<file path="src/rtl/simon_pkg.sv">
// Shared Simon32/64 constants, state encoding and word helpers for the
// encrypt and decrypt cores.
package simon_pkg;

    localparam logic [15:0] SIMON_C = 16'hFFFC;
    localparam logic [61:0] Z0 = 62'b11111010001001010110000111001101111101000100101011000011100110;

    typedef enum logic [1:0] {IDLE, EXPAND, DECRYPT, DONE} state_t;

    function automatic logic [15:0] rotl(input logic [15:0] v, input logic [3:0] j);
        logic [31:0] t;
        t = {v, v} << j;
        return t[31:16];
    endfunction

    function automatic logic [15:0] rotr(input logic [15:0] v, input logic [3:0] j);
        logic [31:0] t;
        t = {v, v} >> j;
        return t[15:0];
    endfunction

    function automatic logic [15:0] f(input logic [15:0] v);
        return (rotl(v, 4'd1) & rotl(v, 4'd8)) ^ rotl(v, 4'd2);
    endfunction

    // z(i) is read MSB-first from the Z0 literal
    function automatic logic zbit(input logic [5:0] i);
        logic [5:0] idx;
        idx = 6'd61 - i;
        return Z0[idx];
    endfunction

endpackage

</file>
<file path="src/rtl/simon_key_step.sv">
// One Simon32/64 key-schedule step over a 4-word window {w3,w2,w1,w0};
// bwd=0 produces k[i+4] from {k[i+3..i]}, bwd=1 produces k[i] from {k[i+4..i+1]}.
module simon_key_step
    import simon_pkg::*;
(
    input  logic [63:0] win,
    input  logic        z,
    input  logic        bwd,
    output logic [15:0] k_new
);

    logic [15:0] hi, lo, base, t;

    // Both directions share the k[i+3]/k[i+1] mix; only the window slots move
    always_comb begin
        hi    = bwd ? win[47:32] : win[63:48];
        lo    = bwd ? win[15:0]  : win[31:16];
        base  = bwd ? win[63:48] : win[15:0];
        t     = rotr(hi, 4'd3) ^ lo;
        k_new = SIMON_C ^ {15'd0, z} ^ base ^ t ^ rotr(t, 4'd1);
    end

endmodule

</file>
<file path="src/rtl/simon32_64_dec.sv">
// Iterative Simon32/64 decryptor: expand the key forward, then run the inverse
// rounds while walking the key window backward. SIMON_DEC_KEYCACHE_EN adds a last-key cache.
module simon32_64_dec
    import simon_pkg::*;
#(
    parameter int ROUNDS = 32,
    parameter int WORD   = 16
) (
    input  logic              clk,
    input  logic              reset,
    input  logic              in_valid,
    output logic              in_ready,
    input  logic [2*WORD-1:0] ciphertext,
    input  logic [4*WORD-1:0] key,
    output logic              out_valid,
    input  logic              out_ready,
    output logic [2*WORD-1:0] plaintext
);

    localparam logic [4:0] LAST_R   = 5'(ROUNDS - 1);
    localparam logic [4:0] EXP_LAST = 5'(ROUNDS - 5);

    state_t           state, state_nxt;
    logic [4:0]       cnt;
    logic [3:0][15:0] win, win_load;
    logic [15:0]      x, y, k_new, rk;
    logic [5:0]       zidx;
    logic             accept, hit;

    assign accept = in_valid & in_ready;
    assign zidx   = (state == EXPAND) ? {1'b0, cnt} : {1'b0, cnt} - 6'd4;
    // Below r=4 the window is frozen at {k3,k2,k1,k0}, so pick the key by index
    assign rk     = (cnt < 5'd4) ? win[cnt[1:0]] : win[3];

    simon_key_step u_key_step (
        .win   (win),
        .z     (zbit(zidx)),
        .bwd   (state == DECRYPT),
        .k_new (k_new)
    );

`ifdef SIMON_DEC_KEYCACHE_EN
    logic [63:0]      cache_key;
    logic [3:0][15:0] cache_win;
    logic             cache_vld;

    assign hit      = cache_vld && (key == cache_key);
    assign win_load = hit ? cache_win : key;

    // Key is captured at accept; the window becomes valid once EXPAND completes
    always_ff @(posedge clk or negedge reset) begin
        if (!reset) begin
            cache_key <= '0;
            cache_win <= '0;
            cache_vld <= 1'b0;
        end else if (accept && !hit) begin
            cache_key <= key;
            cache_vld <= 1'b0;
        end else if (state == EXPAND && cnt == EXP_LAST) begin
            cache_win <= {k_new, win[3:1]};
            cache_vld <= 1'b1;
        end
    end
`else
    assign hit      = 1'b0;
    assign win_load = key;
`endif

    always_ff @(posedge clk or negedge reset) begin
        if (!reset) state <= IDLE;
        else        state <= state_nxt;
    end

    always_comb begin
        state_nxt = state;
        case (state)
            IDLE:    if (accept) state_nxt = hit ? DECRYPT : EXPAND;
            EXPAND:  if (cnt == EXP_LAST) state_nxt = DECRYPT;
            DECRYPT: if (cnt == 5'd0) state_nxt = DONE;
            DONE:    if (out_ready) state_nxt = IDLE;
            default: state_nxt = IDLE;
        endcase
    end

    always_comb begin
        in_ready  = (state == IDLE);
        out_valid = (state == DONE);
    end

    always_ff @(posedge clk or negedge reset) begin
        if (!reset) begin
            cnt <= '0;
            win <= '0;
            x   <= '0;
            y   <= '0;
        end else begin
            case (state)
                IDLE: if (accept) begin
                    x   <= ciphertext[31:16];
                    y   <= ciphertext[15:0];
                    win <= win_load;
                    cnt <= hit ? LAST_R : 5'd0;
                end
                EXPAND: begin
                    win <= {k_new, win[3:1]};
                    cnt <= (cnt == EXP_LAST) ? LAST_R : cnt + 5'd1;
                end
                DECRYPT: begin
                    x <= y;
                    y <= x ^ f(y) ^ rk;
                    if (cnt >= 5'd4) win <= {win[2:0], k_new};
                    if (cnt != 5'd0) cnt <= cnt - 5'd1;
                end
                default: ;
            endcase
        end
    end

    assign plaintext = {x, y};

endmodule

</file>
<file path="config.mk">
export PLATFORM = sky130hd
export DESIGN_NAME = simon32_64_dec
export DESIGN_NICKNAME = d
export VERILOG_FILES = /design/src/rtl/simon_pkg.sv /design/src/rtl/simon_key_step.sv /design/src/rtl/simon32_64_dec.sv
export SDC_FILE = /design/constraint.sdc
export NUM_CORES = 1
export LEC_CHECK = 0
export BUFFER_PORTS_ARGS = -buffer_cell sky130_fd_sc_hd__buf_2
export CAP_MARGIN = 30
export CORE_MARGIN = 3
export CORE_UTILIZATION = 58
export DETAILED_ROUTE_END_ITERATION = 10
export PLACE_DENSITY = 0.9
export SLEW_MARGIN = 5
export SYNTH_ARGS = -nofsm -noshare
export SYNTH_HDL_FRONTEND = slang
export SYNTH_SLANG_ARGS = --single-unit
</file>
<file path="constraint.sdc">
create_clock -name clk -period 5.27 [get_ports clk]
set_clock_uncertainty 0.05 [all_clocks]
set_input_delay 0.527 -clock clk [delete_from_list [all_inputs] [get_ports clk]]
set_output_delay 0.527 -clock clk [all_outputs]
set_load 0.005 [all_outputs]
</file>
==> impl_metrics.env, run 1 <==
export IMPL_end_kind="flip-flop"
export IMPL_grt_usage_pct=30.0
export IMPL_power_leakage_nw=3.68
export IMPL_synth_cells=996
export IMPL_cap_violations=0
export IMPL_status="finished clean"
export IMPL_layout_nets=1193
export IMPL_drt_wl_total_um=22500
export IMPL_seqCellArea_um2=2580
export IMPL_grt_max_degree=72
export IMPL_min_path_type="input pin to asynchronous set/reset pin"
export IMPL_ys_seq_elements=103
export IMPL_cts_root_buffer="clkbuf_16"
export IMPL_post_cts_buffers=0
export IMPL_slew_headroom_pct=26.4
export IMPL_viasPerCell=6.10
export IMPL_htreeDepth=3
export IMPL_core_area_um2=12900
export IMPL_total_power_w=0.00160
export IMPL_nFillCells=1042
export IMPL_rsz0062_at_grt="no"
export IMPL_start_kind="flip-flop"
export IMPL_gp_congestion=0.909
export IMPL_ant_nets=0
export IMPL_setup_viol=0
export IMPL_grt_overflow_total=0
export IMPL_final_cell_area_um2=8910
export IMPL_synth_async_reset_ratio_pct=100
export IMPL_cts_max_path_buffers=2
export IMPL_hold_viol_final=0
export IMPL_die_y_um=122
export IMPL_syn_area_um2=7870
export IMPL_arrival_ns=4.13
export IMPL_tightestPinTransition_ns=1.10
export IMPL_clk_pin_slew_ns=0.07
export IMPL_wire_per_inst_um=17.9
export IMPL_ctsResizeCount=0
export IMPL_drive_gt1_share_pct=16.2
export IMPL_crit_type="flip-flop to flip-flop"
export IMPL_synth_cell_types=48
export IMPL_ir_worst_vdd_uv=185
export IMPL_cts_tree="built"
export IMPL_synth_yosys_seq_area_share_pct=32.8
export IMPL_cts_sinks=103
export IMPL_clock_latency_ns=0.36
export IMPL_vias=7655
export IMPL_post_route_period_util_pct=73.9
export IMPL_setup_tns_ns=0
export IMPL_antenna_found_initial=1
export IMPL_dr_pass1_iters=6
export IMPL_start_util_pct=60.9
export IMPL_pin_count=134
export IMPL_syn_nets=1112
export IMPL_power_density_nw_per_um2=180
export IMPL_cts_hold_buffers=0
export IMPL_syn_area_per_cell_um2=7.90
export IMPL_drc_errors=0
export IMPL_cp_max_fo=35
export IMPL_synth_enable_flop_cells=0
export IMPL_min_period_ns=3.89
export IMPL_syn_to_final_growth_pct=13.2
export IMPL_n_antenna_cell=0
export IMPL_synthFlopType="dfrtp_1"
export IMPL_cp_required_ns=5.51
export IMPL_dp_hpwl_um=15600
export IMPL_dr_first_iter_drc_count=957
export IMPL_grt_pass1_wl_um=35600
export IMPL_rows=41
export IMPL_multi_input_comb_area_um2=5020
export IMPL_cts_buffers=9
export IMPL_die_w_um=122
export IMPL_ys_warn_count=0
export IMPL_io_buffer_count=133
export IMPL_max_freq_mhz=257
export IMPL_dieArea_um2=15000
export IMPL_place_area_um2=8590
export IMPL_grt_pass1_vias=6827
export IMPL_slew_violations=0
==> Yosys cell counts, drive strengths merged (8+ instances only) <==
library cell | instances | area share, %
nand2 | 230 | 11
o21ai | 126 | 8.0
dfrtp | 103 | 33
xnor2 | 84 | 9.3
mux2i | 60 | 7.6
nor2 | 58 | 2.8
a21oi | 56 | 3.6
clkbuf | 53 | 2.5
a22oi | 44 | 4.2
o31ai | 32 | 3.1
xor2 | 32 | 3.6
buf | 19 | 1.1
ha | 16 | 2.5
inv | 9 | 0.43
mux2 | 8 | 1.2
nand3 | 8 | 0.51
nor2b | 8 | 0.64
==> worst max-delay path, cell delays in order, from the launching register on <==
cell,delay [ns]
dfrtp_1,0.44
inv_1,0.13
ha_2,0.62
xnor2_1,0.22
ha_1,0.33
or3b_1,0.42
a21oi_1,0.14
a21oi_1,0.06
o22ai_1,0.21
mux4_2,0.59
or4_1,0.53
nand3_1,0.09
==> per-layer routing <==
| layer | vias to the layer above | track usage (%) | part of all wire, % |
|---|---|---|---|
| met5 | - | 0 | 0.058 |
| met4 | 2 | 9.80 | 3.0 |
| met3 | 64 | 9.63 | 11 |
| met2 | 391 | 45.4 | 45 |
| met1 | 3597 | 40.9 | 41 |
| li1 | 3601 | - | - |
==> registers in the layout, summed over array words and instances (netlist names) <==
name,flops
y,16
cnt,5
win,64
x,16
state,2
==> final timing paths <==
check,from,end,slack (ns),cells after the start
max in group asynchronous,reset,win[27],3.85,2
min in group clk,key[8],win[8],0.39,3
setup reg to reg,state[1],win[0],1.38,11
hold / removal,reset,x[3],0.19,1
hold reg to reg,x[1],x[1],0.50,2
setup / recovery,state[1],win[0],1.38,11
==> cells in the final DEF, fill, tap and decap left out, types with 3 or more instances in the layout <==
| master | synthesis | final |
|---|---|---|
| nor2b_1 | 8 | 8 |
| dfrtp_1 | 103 | 103 |
| nand2b_1 | 3 | 3 |
| o31ai_1 | 32 | 32 |
| buf_2 | 4 | 132 |
| o21ai_1 | 2 | 3 |
| clkbuf_16 | 0 | 9 |
| o2111ai_1 | 3 | 3 |
| mux2i_1 | 60 | 59 |
| o221ai_1 | 5 | 5 |
| nor2_1 | 57 | 57 |
| a21oi_1 | 56 | 56 |
| a22oi_1 | 44 | 44 |
| nor3_1 | 5 | 5 |
| buf_4 | 0 | 10 |
| clkinv_2 | 0 | 3 |
| nand3_1 | 8 | 8 |
| inv_1 | 9 | 9 |
| xor2_1 | 32 | 32 |
| nand2_1 | 229 | 229 |
| mux2_2 | 7 | 7 |
| o21ai_0 | 124 | 123 |
| ha_1 | 16 | 13 |
| nor3b_1 | 5 | 5 |
| a31oi_1 | 3 | 3 |
| xnor2_1 | 84 | 84 |
==> per-stage QoR <==
step	util, %	worst slack (ns)	std cells	hold slack (ns)
2_1_floorplan	-	1.54	996	0.181
3_3_place_gp	66.4	1.51	1238	0.456
3_5_place_dp	66.4	1.44	1238	0.480
4_1_cts	68.9	1.39	1254	0.225
5_1_grt	68.9	1.13	1254	0.260
6_report	68.9	1.38	1254	0.195
==> power breakdown <==
group | total, W | internal (W) | switching (W)
logic | 0.0000777 | 0.0000359 | 0.0000418
registers | 0.000790 | 0.000790 | 0
clock network | 0.000736 | 0.000428 | 0.000308
total | 0.00160 | 0.00125 | 0.000350
==> final cells by class <==
class | count | share of cell area (%)
clock inverter | 6 | 0.941
multi-input combinational | 812 | 56.4
timing repair buffer | 142 | 8.26
sequential | 103 | 28.9
tap | 172 | 2.42
clock buffer | 10 | 2.68
inverter | 9 | 0.379
==> cells by family after synthesis <==
| group | count (synthesis) | share of synthesized area, % |
|---|---|---|
| XOR/XNOR | 117 | 13.2 |
| flip-flops | 103 | 32.8 |
| AND/OR/NAND/NOR | 327 | 16.9 |
| multiplexers | 69 | 9.11 |
| buffers and inverters | 81 | 4.02 |
| adder cells (fa/ha/maj) | 16 | 2.54 |
| AO/OA/AOI/OAI | 283 | 21.4 |
No activity file was read; power rests on OpenSTA's default activity.
==> run 2: changes to the inputs <==
Settings changed: CORE_UTILIZATION 58 to 52, PLACE_DENSITY 0.9 to 0.86.
Clock period 5.27 ns to 3.4 ns, I/O delays scaled along.
==> run 2 against run 1 <==
Net effect:
- total power up 50%
- fmax up 23%
- sequential share of layout area down 0.57 points
- register-to-register slack worse by 1.1 ns
- first-iteration DRC count down 19%
- die area up 11%
- setup slack worse by 1.1 ns
- wire length up 0.96%
- critical path type unchanged
- largest power group unchanged
==> impl_metrics.env, run 2 (synthesis gave the netlist of run 1 again) <==
export IMPL_die_w_um=129
export IMPL_rows=44
export IMPL_slowest_stage="mux4_2"
export IMPL_layout_nets=1212
export IMPL_dieArea_um2=16600
export IMPL_arrival_ns=3.42
export IMPL_cap_violations=0
export IMPL_cp_required_ns=3.66
export IMPL_tightestPinTransition_ns=0.786
export IMPL_largest_register_ff_count=64
export IMPL_ir_worst_vdd_uv=326
export IMPL_reg2reg_slack_ns=0.24
export IMPL_regToRegStartpoint="state[1]"
export IMPL_end_kind="flip-flop"
export IMPL_power_density_nw_per_um2=264
export IMPL_cts_root_buffer="clkbuf_16"
export IMPL_gp_congestion=0.929
export IMPL_drive_gt1_share_pct=17.9
export IMPL_wire_per_inst_um=17.6
export IMPL_die_y_um=129
export IMPL_dr_first_iter_drc_count=776
export IMPL_io_buffer_count=133
export IMPL_dp_hpwl_um=16100
export IMPL_cts_tree="built"
export IMPL_ff2ff_path_depth=11
export IMPL_top_register="win"
export IMPL_pin_count=134
export IMPL_cts_sinks=103
export IMPL_rsz0062_at_grt="no"
export IMPL_clk_pin_slew_ns=0.08
export IMPL_setup_tns_ns=0
export IMPL_drc_errors=0
export IMPL_post_cts_buffers=0
export IMPL_status="finished clean"
export IMPL_cp_max_fo=8
export IMPL_n_antenna_cell=0
export IMPL_start_kind="flip-flop"
export IMPL_antenna_found_initial=0
export IMPL_clock_latency_ns=0.37
export IMPL_top_regs="win x64, x x16, y x16"
export IMPL_layout_common_cells="nand2_1, buf_2, o21ai_0"
export IMPL_hold_viol_final=0
export IMPL_crit_top_cell="a21oi_1"
export IMPL_dr_pass1_iters=5
export IMPL_min_to="y[13]"
export IMPL_slew_headroom_pct=47.0
export IMPL_setup_viol=0
export IMPL_viasPerCell=5.91
export IMPL_crit_chain="inv_1 -> ha_2 -> xnor2_2 -> ha_4 -> or3b_4 -> a21oi_1 -> a21oi_1 -> o22ai_1 -> mux4_2 -> or4_1 -> nand3_1"
export IMPL_crit_type="flip-flop to flip-flop"
export IMPL_core_area_um2=14600
export IMPL_min_path_type="input pin to flip-flop"
export IMPL_drt_wl_total_um=22700
export IMPL_ant_nets=0
export IMPL_vias=7599
export IMPL_cts_max_path_buffers=2
export IMPL_hp_start="ciphertext[13]"
export IMPL_post_route_period_util_pct=93.0
export IMPL_max_freq_mhz=316
export IMPL_power_leakage_nw=3.77
export IMPL_grt_overflow_total=0
export IMPL_grt_pass1_vias=7020
export IMPL_grt_usage_pct=27.5
export IMPL_nFillCells=1277
export IMPL_min_period_ns=3.16
export IMPL_cts_buffers=9
export IMPL_timing_rr_end="win[0]"
export IMPL_grt_pass1_wl_um=36600
export IMPL_startpoint="state[1]"
export IMPL_htreeDepth=3
export IMPL_syn_to_final_growth_pct=15.6
export IMPL_grt_max_degree=74
export IMPL_min_path_cells=3
export IMPL_fin_util_pct=62.1
export IMPL_start_util_pct=53.7
export IMPL_cp_slowest_stage_delay_ns=0.58
export IMPL_slew_violations=0
export IMPL_final_common_cell="nand2_1"
==> run 2: changes by cell type in the layout (fill, tap and decap cells not counted), moves of 2 or more <==
| cell | previous run | this run |
|---|---|---|
| bufinv_16 | 2 | 0 |
| buf_4 | 10 | 26 |
| inv_6 | 0 | 3 |
| clkinv_2 | 3 | 0 |
==> run 2: through the flow <==
stage	total power, W	hold WS [ns]	worst slack (ns)	instances	area [um^2]
floorplan	0.00127	-0.00559	0.00806	996	7900
detailed placement	0.00137	0.470	0.190	1267	8750
global placement	0.00137	0.454	0.217	1267	8750
global route	0.00247	0.210	0.0556	1285	9090
finish	0.00240	0.196	0.240	1285	9090
CTS	0.00241	0.115	0.167	1283	9040
==> run 2: area by class of cell <==
type                       instances  area [um^2]  share of cell area, %
clock buffer                      10          239                   2.63
tap                              184          230                   2.53
timing repair buffer             161          913                   10.0
multi-input combinational        812         5050                   55.5
clock inverter                     6         51.3                  0.564
sequential                       103         2580                   28.4
inverter                           9         33.8                  0.372
==> run 2: how the worst max path moves through the flow <==
stage | slack, ns | cells past startpoint | endpoint
floorplan | 0.008 | 14 | win[0]
global placement | 0.22 | 11 | win[0]
detailed placement | 0.19 | 11 | win[0]
CTS | 0.17 | 11 | win[0]
global route | 0.06 | 10 | win[0]
finish | 0.24 | 11 | win[0]
==> run 2: power breakdown <==
part,total (W),internal [W],switching (W),leakage (nW)
clock,0.00105,0.000528,0.000524,0.140
sequential,0.00122,0.00122,0,1.18
combinational,0.000126,0.0000605,0.0000656,2.45
==> run 2: what timing repair did <==
item	in CTS	in global routing
hold endpoints to repair	0	9
endpoints found under the setup margin	0	2
hold buffers	0	1
gates resized for setup	0	2
==> run 2: routing by layer <==
layer	up-vias	share of wire [%]	global-route usage, %	wire (um)
li1	3641	-	-	-
met1	3557	45	39.5	10200
met2	359	44	42.0	10100
met3	42	8.3	5.15	1880
met4	0	2.4	9.20	550
met5	-	0	0	0
==> run 2: critical path, delay by kind of cell, from the launching register on <==
kind / cells / cell delay (ns)
AND/OR/NAND/NOR: 3 / 0.98
multiplexers: 1 / 0.58
flip-flops: 1 / 0.45
adder cells (fa/ha/maj): 2 / 0.43
AO/OA/AOI/OAI: 3 / 0.35
XOR/XNOR: 1 / 0.15
buffers and inverters: 1 / 0.12
